## src/rtl/wave_reg_iface_if.sv

```systemverilog
// CPU-side byte bus for the wave channel register block.
// The master drives requests; the slave returns registered read data and a one-cycle ack.
interface wave_reg_iface_if;
  logic [7:0] bus_addr;
  logic [7:0] bus_wdata;
  logic       bus_wr;
  logic       bus_rd;
  logic [7:0] bus_rdata;
  logic       bus_ack;

  modport master (
    output bus_addr,
    output bus_wdata,
    output bus_wr,
    output bus_rd,
    input  bus_rdata,
    input  bus_ack
  );

  modport slave (
    input  bus_addr,
    input  bus_wdata,
    input  bus_wr,
    input  bus_rd,
    output bus_rdata,
    output bus_ack
  );
endinterface

```

## src/rtl/wave_reg_iface.sv

```systemverilog
// NR30-NR34 and wave RAM register file for the wave channel.
// Decodes CPU byte accesses, holds channel configuration and generates the trigger pulse.
module wave_reg_iface #(
  parameter int unsigned TRIG_CYCLES = 1,
  parameter int unsigned LEN_W       = 6
) (
  input  logic             clk,
  input  logic             rst_n,
  wave_reg_iface_if.slave  bus,
  output logic             o_dac_enable,
  output logic [LEN_W-1:0] o_length,
  output logic [1:0]       o_vol,
  output logic [10:0]      o_freq,
  output logic             o_length_enable,
  output logic             o_trigger,
  output logic [127:0]     o_samples
);

  localparam logic [3:0] CntLoad = 4'(TRIG_CYCLES - 1);

  typedef enum logic {StIdle, StPulse} state_e;

  state_e           r_state;
  logic [3:0]       r_cnt;
  logic             r_trigger;
  logic             r_dac_en;
  logic [LEN_W-1:0] r_length;
  logic [1:0]       r_vol;
  logic [10:0]      r_freq;
  logic             r_len_en;
  logic [127:0]     r_samples;
  logic [7:0]       r_rdata;
  logic             r_ack;

  logic       w_wr;
  logic       w_rd;
  logic       w_wave_sel;
  logic [6:0] w_nib_base;
  logic [7:0] w_rd_data;
  logic       w_trig_fire;
  logic       w_trig_kill;

  assign w_wr       = bus.bus_wr;
  assign w_rd       = bus.bus_rd & ~bus.bus_wr;
  assign w_wave_sel = (bus.bus_addr[7:4] == 4'h3);
  // Byte k holds sample 2k in its low nibble slot and sample 2k+1 above it.
  assign w_nib_base = {bus.bus_addr[3:0], 3'b000};

  // Trigger qualification uses the DAC enable held before this edge.
  assign w_trig_fire = w_wr && (bus.bus_addr == 8'h1E) && bus.bus_wdata[7] && r_dac_en;
  assign w_trig_kill = w_wr && (bus.bus_addr == 8'h1A) && !bus.bus_wdata[7];

  always_comb begin
    w_rd_data = 8'hFF;
    case (bus.bus_addr)
      8'h1A:   w_rd_data = {r_dac_en, 7'h7F};
      8'h1C:   w_rd_data = {1'b1, r_vol, 5'h1F};
      8'h1E:   w_rd_data = {1'b1, r_len_en, 6'h3F};
      default: begin
        if (w_wave_sel) begin
          w_rd_data = {r_samples[w_nib_base +: 4], r_samples[(w_nib_base + 7'd4) +: 4]};
        end
      end
    endcase
  end

  always_ff @(posedge clk or negedge rst_n) begin
    if (!rst_n) begin
      r_dac_en  <= 1'b0;
      r_length  <= '0;
      r_vol     <= 2'b00;
      r_freq    <= 11'd0;
      r_len_en  <= 1'b0;
      r_samples <= '0;
    end else if (w_wr) begin
      case (bus.bus_addr)
        8'h1A:   r_dac_en <= bus.bus_wdata[7];
        8'h1B:   r_length <= bus.bus_wdata[LEN_W-1:0];
        8'h1C:   r_vol    <= bus.bus_wdata[6:5];
        8'h1D:   r_freq[7:0] <= bus.bus_wdata;
        8'h1E: begin
          r_freq[10:8] <= bus.bus_wdata[2:0];
          r_len_en     <= bus.bus_wdata[6];
        end
        default: begin
          if (w_wave_sel) begin
            r_samples[w_nib_base +: 4]           <= bus.bus_wdata[7:4];
            r_samples[(w_nib_base + 7'd4) +: 4]  <= bus.bus_wdata[3:0];
          end
        end
      endcase
    end
  end

  always_ff @(posedge clk or negedge rst_n) begin
    if (!rst_n) begin
      r_ack   <= 1'b0;
      r_rdata <= 8'h00;
    end else begin
      r_ack <= w_wr | bus.bus_rd;
      if (w_wr) begin
        r_rdata <= 8'hFF;
      end else if (w_rd) begin
        r_rdata <= w_rd_data;
      end
    end
  end

  always_ff @(posedge clk or negedge rst_n) begin
    if (!rst_n) begin
      r_state   <= StIdle;
      r_cnt     <= 4'd0;
      r_trigger <= 1'b0;
    end else begin
      case (r_state)
        StIdle: begin
          if (w_trig_fire) begin
            r_state   <= StPulse;
            r_cnt     <= CntLoad;
            r_trigger <= 1'b1;
          end
        end
        StPulse: begin
          if (w_trig_fire) begin
            r_cnt <= CntLoad;
          end else if (w_trig_kill || (r_cnt == 4'd0)) begin
            r_state   <= StIdle;
            r_cnt     <= 4'd0;
            r_trigger <= 1'b0;
          end else begin
            r_cnt <= r_cnt - 4'd1;
          end
        end
        default: begin
          r_state   <= StIdle;
          r_trigger <= 1'b0;
        end
      endcase
    end
  end

  assign bus.bus_rdata     = r_rdata;
  assign bus.bus_ack       = r_ack;
  assign o_dac_enable      = r_dac_en;
  assign o_length          = r_length;
  assign o_vol             = r_vol;
  assign o_freq            = r_freq;
  assign o_length_enable   = r_len_en;
  assign o_trigger         = r_trigger;
  assign o_samples         = r_samples;

endmodule

```

## src/flat_wrapper.sv

```systemverilog
// flat-port wrapper written by rule: the top's interface ports become plain ports
module wave_reg_iface_flat 
#(
  parameter int unsigned TRIG_CYCLES = 1,
  parameter int unsigned LEN_W       = 6
)
  (clk, rst_n, o_dac_enable, o_length, o_vol, o_freq, o_length_enable, o_trigger, o_samples, bus_bus_addr, bus_bus_wdata, bus_bus_wr, bus_bus_rd, bus_bus_rdata, bus_bus_ack);
  wave_reg_iface_if bus_i ();
  input  logic clk;
  input  logic rst_n;
  output logic o_dac_enable;
  output logic [LEN_W-1:0] o_length;
  output logic [1:0] o_vol;
  output logic [10:0] o_freq;
  output logic o_length_enable;
  output logic o_trigger;
  output logic [127:0] o_samples;
  input wire logic [$bits(bus_i.bus_addr)-1:0] bus_bus_addr;
  input wire logic [$bits(bus_i.bus_wdata)-1:0] bus_bus_wdata;
  input wire logic [$bits(bus_i.bus_wr)-1:0] bus_bus_wr;
  input wire logic [$bits(bus_i.bus_rd)-1:0] bus_bus_rd;
  output wire logic [$bits(bus_i.bus_rdata)-1:0] bus_bus_rdata;
  output wire logic [$bits(bus_i.bus_ack)-1:0] bus_bus_ack;
  assign bus_i.bus_addr = bus_bus_addr;
  assign bus_i.bus_wdata = bus_bus_wdata;
  assign bus_i.bus_wr = bus_bus_wr;
  assign bus_i.bus_rd = bus_bus_rd;
  assign bus_bus_rdata = bus_i.bus_rdata;
  assign bus_bus_ack = bus_i.bus_ack;
  wave_reg_iface #(.TRIG_CYCLES(TRIG_CYCLES), .LEN_W(LEN_W)) u_core (.clk(clk), .rst_n(rst_n), .bus(bus_i), .o_dac_enable(o_dac_enable), .o_length(o_length), .o_vol(o_vol), .o_freq(o_freq), .o_length_enable(o_length_enable), .o_trigger(o_trigger), .o_samples(o_samples));
endmodule
```

## config.mk

```make
export PLATFORM = sky130hd
export DESIGN_NAME = wave_reg_iface_flat
export DESIGN_NICKNAME = d
export VERILOG_FILES = /design/src/rtl/wave_reg_iface_if.sv /design/src/rtl/wave_reg_iface.sv /design/src/flat_wrapper.sv
export SDC_FILE = /design/constraint.sdc
export NUM_CORES = 1
export LEC_CHECK = 0
export CORE_UTILIZATION = 51
export CTS_CLUSTER_SIZE = 24
export DETAILED_ROUTE_END_ITERATION = 10
export GPL_TIMING_DRIVEN = 1
export PLACE_DENSITY = 0.8
export SLEW_MARGIN = 20
export SYNTH_ARGS = -nofsm -noshare
export SYNTH_HDL_FRONTEND = slang
export SYNTH_SLANG_ARGS = --single-unit
```

## constraint.sdc

```tcl
create_clock -name clk -period 4.8 [get_ports clk]
set_input_delay 0.96 -clock clk [delete_from_list [all_inputs] [get_ports clk]]
set_output_delay 0.96 -clock clk [all_outputs]
set_load 0.05 [all_outputs]
```

==> results.json, run 1 <==
{
  "grt_start_max_net_pins": 84,
  "timing.rr.end": "u_core.r_cnt[2]",
  "synth_fa_ha_area_share_pct": 1.36,
  "fin_setup_tns_ns": 0,
  "grt_pass1_vias": 6637,
  "status": "completed",
  "crit_type": "in2reg",
  "required_ns": 5.11,
  "cp_slowest_stage_delay_ns": 0.49,
  "final-setup-viol-count": 0,
  "async_flop_share_pct": 100,
  "cts_resized": 0,
  "gp_congestion": 0.873,
  "hp-class": "reg2reg",
  "synth_compound_area_share_pct": 5.57,
  "wl_met3_um": 1690,
  "min-delay-start": "u_core.o_length[0]",
  "synth_ff_type": "dfrtp_1",
  "cts_tree": "built",
  "firstDrtPassIters": 5,
  "critPathCaptureType": "register",
  "syn_area_mm2": 0.00829,
  "reg2regPathDepth": 6,
  "syn_to_final_growth_pct": 31.4,
  "die_h_um": 130,
  "ant_nets": 0,
  "avgSynthCellArea_um2": 12.7,
  "slew_headroom_pct": 40.8,
  "postCtsSetupBuffers": 0,
  "io_pins": 179,
  "wl_per_cell_um": 23.1,
  "hold_path_end": "u_core.o_length[0]",
  "seq_area_frac_synth_pct": 49.5,
  "p_leak_nw": 4.87,
  "drv_slew": 0,
  "postRouteWirelength_um": 24300,
  "hold_buffers": 0,
  "nets": 854,
  "grt_pass1_wl_um": 37400,
  "route.detailed.drc": 0,
  "yosys_warnings": 0,
  "cts_buffers": 17,
  "placed_cell_area_mm2": 0.0102,
  "synth.top_cell.area_share_pct": 49.5,
  "rows": 46,
  "critPathLaunch": "bus_bus_addr[0]",
  "yosys.area_share.xor_xnor_pct": 0,
  "worst_slew_pin_slew_ns": 0.880,
  "drt-met1-wl_um": 9760,
  "die_w_um": 130,
  "core_area_mm2": 0.0159,
  "antennaDiodeCount": 0,
  "finalInstanceArea_mm2": 0.0109,
  "cp_cell_sequence": "buf_2, inv_1, ha_1, ha_1, inv_1, nor4b_4, mux2_2",
  "crit_arrival_ns": 3.76,
  "hold_violations": 0,
  "dieArea_mm2": 0.0168,
  "max_clock_freq_ghz": 0.290,
  "critPathBufInv": 3,
  "io_buffers": 178,
  "synth.area.mux_share_pct": 28.4,
  "top_layer": "met4",
  "synth_cell_types": 58,
  "clkTransAtPathRegs_ns": 0.06,
  "clock_skew_ns": 0.00622,
  "synth.area.top_cells": "dfrtp_1, mux2_2, mux4_2, mux2i_1, nand2_1",
  "fillers": 1113,
  "route.met2.wl_um": 12100,
  "maxCapViolCount": 0,
  "hpwlAfterDp_um": 17700,
  "cts_root_buffer": "clkbuf_16",
  "r2r_setup_slack_ns": 3.02,
  "drt-initial-drc-count": 513,
  "grt_usage_pct": 30.4,
  "ys_seq_elements": 164,
  "synthSimpleGateAreaFrac_pct": 12.0,
  "clk_latency_ns": 0.43,
  "p_per_area_mw_per_mm2": 316,
  "synth_cells": 651,
  "h-tree-depth": 4,
  "start_kind": "primary input",
  "grt_setup_unrepaired": "false",
  "path_delay_family": "buffers and inverters",
  "synth_top_family_by_area": "multiplexers",
  "synth_nets": 680,
  "cts_num_sinks": 164,
  "grt_overflow": 0,
  "min_path_cells": 1,
  "yosysTopAreaCell": "dfrtp_1",
  "viasPerCell": 6.09,
  "synth_edf_count": 0,
  "ir_worst_vdd_mv": 0.231,
  "clock_path_buffers": 2,
  "slowest_stage": "buf_2",
  "antenna_found_initial": 0,
  "vias": 6417,
  "start_util_pct": 52.2,
  "timing.final.crit_share_pct": 71.8,
  "fin_crit_ns": 3.45,
  "drive_gt1_share_pct": 26.2,
  "worstPathMaxFanout": 21,
  "r2r-start": "u_core.o_dac_enable"
}
[layer usage]
layer | vias up | global-route usage, %
li1 | 2749 | -
met1 | 3272 | 37.8
met2 | 332 | 51.1
met3 | 64 | 6.48
met4 | 0 | 13.9
met5 | - | 0
[synthesized netlist by cell type, types with 7 or more instances]
master and instances:
dfrtp_1 164, mux2_2 133, nand2_1 52, mux4_2 27
inv_1 26, mux2i_1 25, and3_1 23, nor2_1 20
and2_1 17, clkbuf_1 15, nand3_1 14, o21ai_0 12
nor2b_1 11, ha_1 9, buf_2 7
[worst max path at each step]
stage                                 endpoint  slack [ns]  cells after the start
after floorplan           u_core.o_samples[96]        1.19                      9
after global placement    u_core.o_samples[40]        1.05                      7
after detailed placement  u_core.o_samples[99]        0.98                      7
after CTS                 u_core.o_samples[99]        1.39                      7
after global routing      u_core.o_samples[42]        1.12                      7
final                     u_core.o_samples[99]        1.35                      7
[power breakdown]
| part | total (mW) | internal, mW | leakage [nW] | switching (mW) |
|---|---|---|---|---|
| clock network | 1.53 | 0.990 | 0.330 | 0.536 |
| logic | 0.463 | 0.153 | 2.37 | 0.310 |
| registers | 1.45 | 1.42 | 2.17 | 0.0340 |
| total | 3.44 | 2.56 | 4.87 | 0.879 |
[logic make-up (layout without fill, tap and decap cells)]
family,Yosys count,count (layout)
AND/OR/NAND/NOR,175,175
multiplexers,185,185
buffers and inverters,58,244
AO/OA/AOI/OAI,60,60
adder cells (fa/ha/maj),9,9
flip-flops,164,164
[cells in the final DEF (no fill, tap or decap), types with 8 or more instances in the layout]
master           instances
dfrtp_1                164
clkdlybuf4s50_1        175
and3_1                  23
mux4_2                  27
and2_1                  17
nor2b_1                 11
ha_1                     9
nand3_1                 14
buf_4                    8
mux2i_1                 25
o21ai_0                 12
nand2_1                 52
clkbuf_16               17
nor2_1                  20
inv_1                   26
mux2_2                 133
[per-stage QoR]
step	power [mW]	cells	hold slack, ns	utilization [%]	worst slack, ns
3_3_place_gp	1.93	1022	0.476	64.4	1.05
5_1_grt	3.55	1053	0.522	68.6	1.12
4_1_cts	3.46	1053	0.513	68.6	1.39
3_5_place_dp	1.94	1022	0.499	64.4	0.979
2_1_floorplan	1.75	651	0.464	-	1.19
6_report	3.44	1053	0.507	68.6	1.35
[state kept, by name, summed over array words and instances (netlist names)]
name	count
u_core.o_vol	2
u_core.o_freq	11
u_core.o_length_enable	1
u_core.bus.bus_rdata	8
u_core.r_cnt	4
u_core.o_trigger	1
u_core.o_dac_enable	1
u_core.o_samples	128
u_core.bus.bus_ack	1
u_core.r_state	1
u_core.o_length	6
[cell type report]
| type | instances | area, um^2 | share of cell area (%) |
|---|---|---|---|
| tap | 216 | 270 | 2.48 |
| clock buffer | 23 | 498 | 4.57 |
| sequential | 164 | 4100 | 37.6 |
| timing repair buffer | 186 | 1830 | 16.8 |
| inverter | 27 | 101 | 0.930 |
| multi-input combinational | 429 | 3930 | 36.0 |
| clock inverter | 8 | 169 | 1.55 |
No activity file was read; power rests on OpenSTA's default activity.
==> run 2, diff against run 1 <==
Clock period 4.8 ns to 3.3 ns, I/O delays scaled along.
==> results.json, run 2 (same netlist as run 1, synthesis figures left out) <==
{
  "status": "completed",
  "critPathLaunch": "bus_bus_addr[1]",
  "start_kind": "primary input",
  "largest_reg_flops": 128,
  "placed_cells": 1038,
  "power_mw": 4.83,
  "firstDrtPassIters": 5,
  "fin_util_pct": 69.1,
  "io_pins": 179,
  "drt-initial-drc-count": 590,
  "clk_latency_ns": 0.43,
  "slew_headroom_pct": 48.6,
  "grt_usage_pct": 29.7,
  "grt_start_max_net_pins": 61,
  "maxCapViolCount": 0,
  "finalInstanceArea_mm2": 0.0110,
  "syn_to_final_growth_pct": 32.4,
  "drive_gt1_share_pct": 27.4,
  "die_w_um": 130,
  "critPathCaptureType": "register",
  "hold_violations": 0,
  "r2r-start": "u_core.o_dac_enable",
  "required_ns": 3.60,
  "postCtsSetupBuffers": 0,
  "layout_commonest_cell": "clkdlybuf4s50_1",
  "p_leak_nw": 4.90,
  "fin_crit_ns": 2.63,
  "viasPerCell": 6.11,
  "nets": 870,
  "worstPathMaxFanout": 27,
  "dieArea_mm2": 0.0168,
  "hp-class": "in2async",
  "cts_root_buffer": "clkbuf_16",
  "antennaDiodeCount": 0,
  "hold_buffers": 0,
  "p_per_area_mw_per_mm2": 440,
  "wl_per_cell_um": 22.6,
  "final-setup-viol-count": 0,
  "placed_cell_area_mm2": 0.0104,
  "gp_congestion": 0.929,
  "drv_slew": 0,
  "start_util_pct": 52.2,
  "ir_worst_vdd_mv": 0.372,
  "fin_setup_tns_ns": 0,
  "grt_setup_unrepaired": "false",
  "worst_slew_pin_slew_ns": 0.768,
  "hpwlAfterDp_um": 17900,
  "grt_pass1_wl_um": 36600,
  "grt_pass1_vias": 6556,
  "antenna_found_initial": 0,
  "postRouteWirelength_um": 24100,
  "crit_arrival_ns": 2.93,
  "core_area_mm2": 0.0159,
  "cts_tree": "built",
  "route.detailed.drc": 0,
  "crit_type": "in2reg",
  "final_cells": 1069,
  "clock_path_buffers": 2,
  "max_clock_freq_ghz": 0.380,
  "die_h_um": 130,
  "h-tree-depth": 4,
  "vias": 6533,
  "io_buffers": 178,
  "clkTransAtPathRegs_ns": 0.06,
  "cts_num_sinks": 164,
  "rows": 46,
  "final_cell_mix": "clkdlybuf4s50_1, dfrtp_1, mux2_2",
  "clock_skew_ns": 0.00692,
  "grt_overflow": 0,
  "timing.final.crit_share_pct": 79.8,
  "cts_resized": 0,
  "ant_nets": 0,
  "cts_buffers": 17
}
run 2: cell count changes in the layout (fill, tap and decap cells not counted):
cell / change
bufinv_16: -2
buf_12: +2
clkinv_2: -2
clkinvlp_4: +5
buf_4: +14
clkbuf_8: -4
clkbuf_1: +1
clkinv_4: +2
run 2: critical path, cell delays in order:
cell and delay (ns):
clkdlybuf4s50_1 0.52, buf_4 0.31, ha_1 0.23, nand2_1 0.09, or3_1 0.35, ha_1 0.29
nor3b_1 0.21, nand3_1 0.12, o311ai_0 0.14
run 2: layer usage:
layer	GRT usage (%)	up-vias	routed length, um
met4	14.2	0	816
met2	49.0	335	11900
li1	-	2771	-
met1	38.1	3369	9840
met3	5.62	58	1530
met5	0	-	0
run 2: stage by stage:
step,worst slack [ns],hold WS (ns)
after floorplan,0.219,0.364
final,0.666,0.116
after global placement,0.359,0.479
after global routing,0.578,0.125
after CTS,0.719,0.115
after detailed placement,0.287,0.492
run 2: worst paths after layout:
kind                            slack, ns                     to  cells past startpoint
worst min-delay path                 0.12     u_core.o_length[2]                      1
worst max register to register       1.50        u_core.r_cnt[2]                      6
worst min register to register       0.50     u_core.o_length[1]                      1
min in group clk                     0.50     u_core.o_length[1]                      1
max in group asynchronous            2.39  u_core.o_samples[124]                      2
worst max-delay path                 0.67        u_core.r_cnt[2]                      9
run 2: final cells by class:
| class | instances | area [um^2] |
|---|---|---|
| Sequential cell | 164 | 4100 |
| Inverter | 27 | 101 |
| Clock buffer | 20 | 447 |
| Tap cell | 216 | 270 |
| Multi-Input combinational cell | 429 | 3930 |
| Timing Repair Buffer | 202 | 1980 |
| Fill cell | 1119 | 4900 |
| Clock inverter | 11 | 154 |
run 2: where the power goes:
| group | total [mW] | internal (mW) | switching, mW |
|---|---|---|---|
| sequential | 2.11 | 2.06 | 0.0499 |
| combinational | 0.684 | 0.235 | 0.450 |
| clock | 2.03 | 1.21 | 0.824 |
| total | 4.83 | 3.51 | 1.32 |
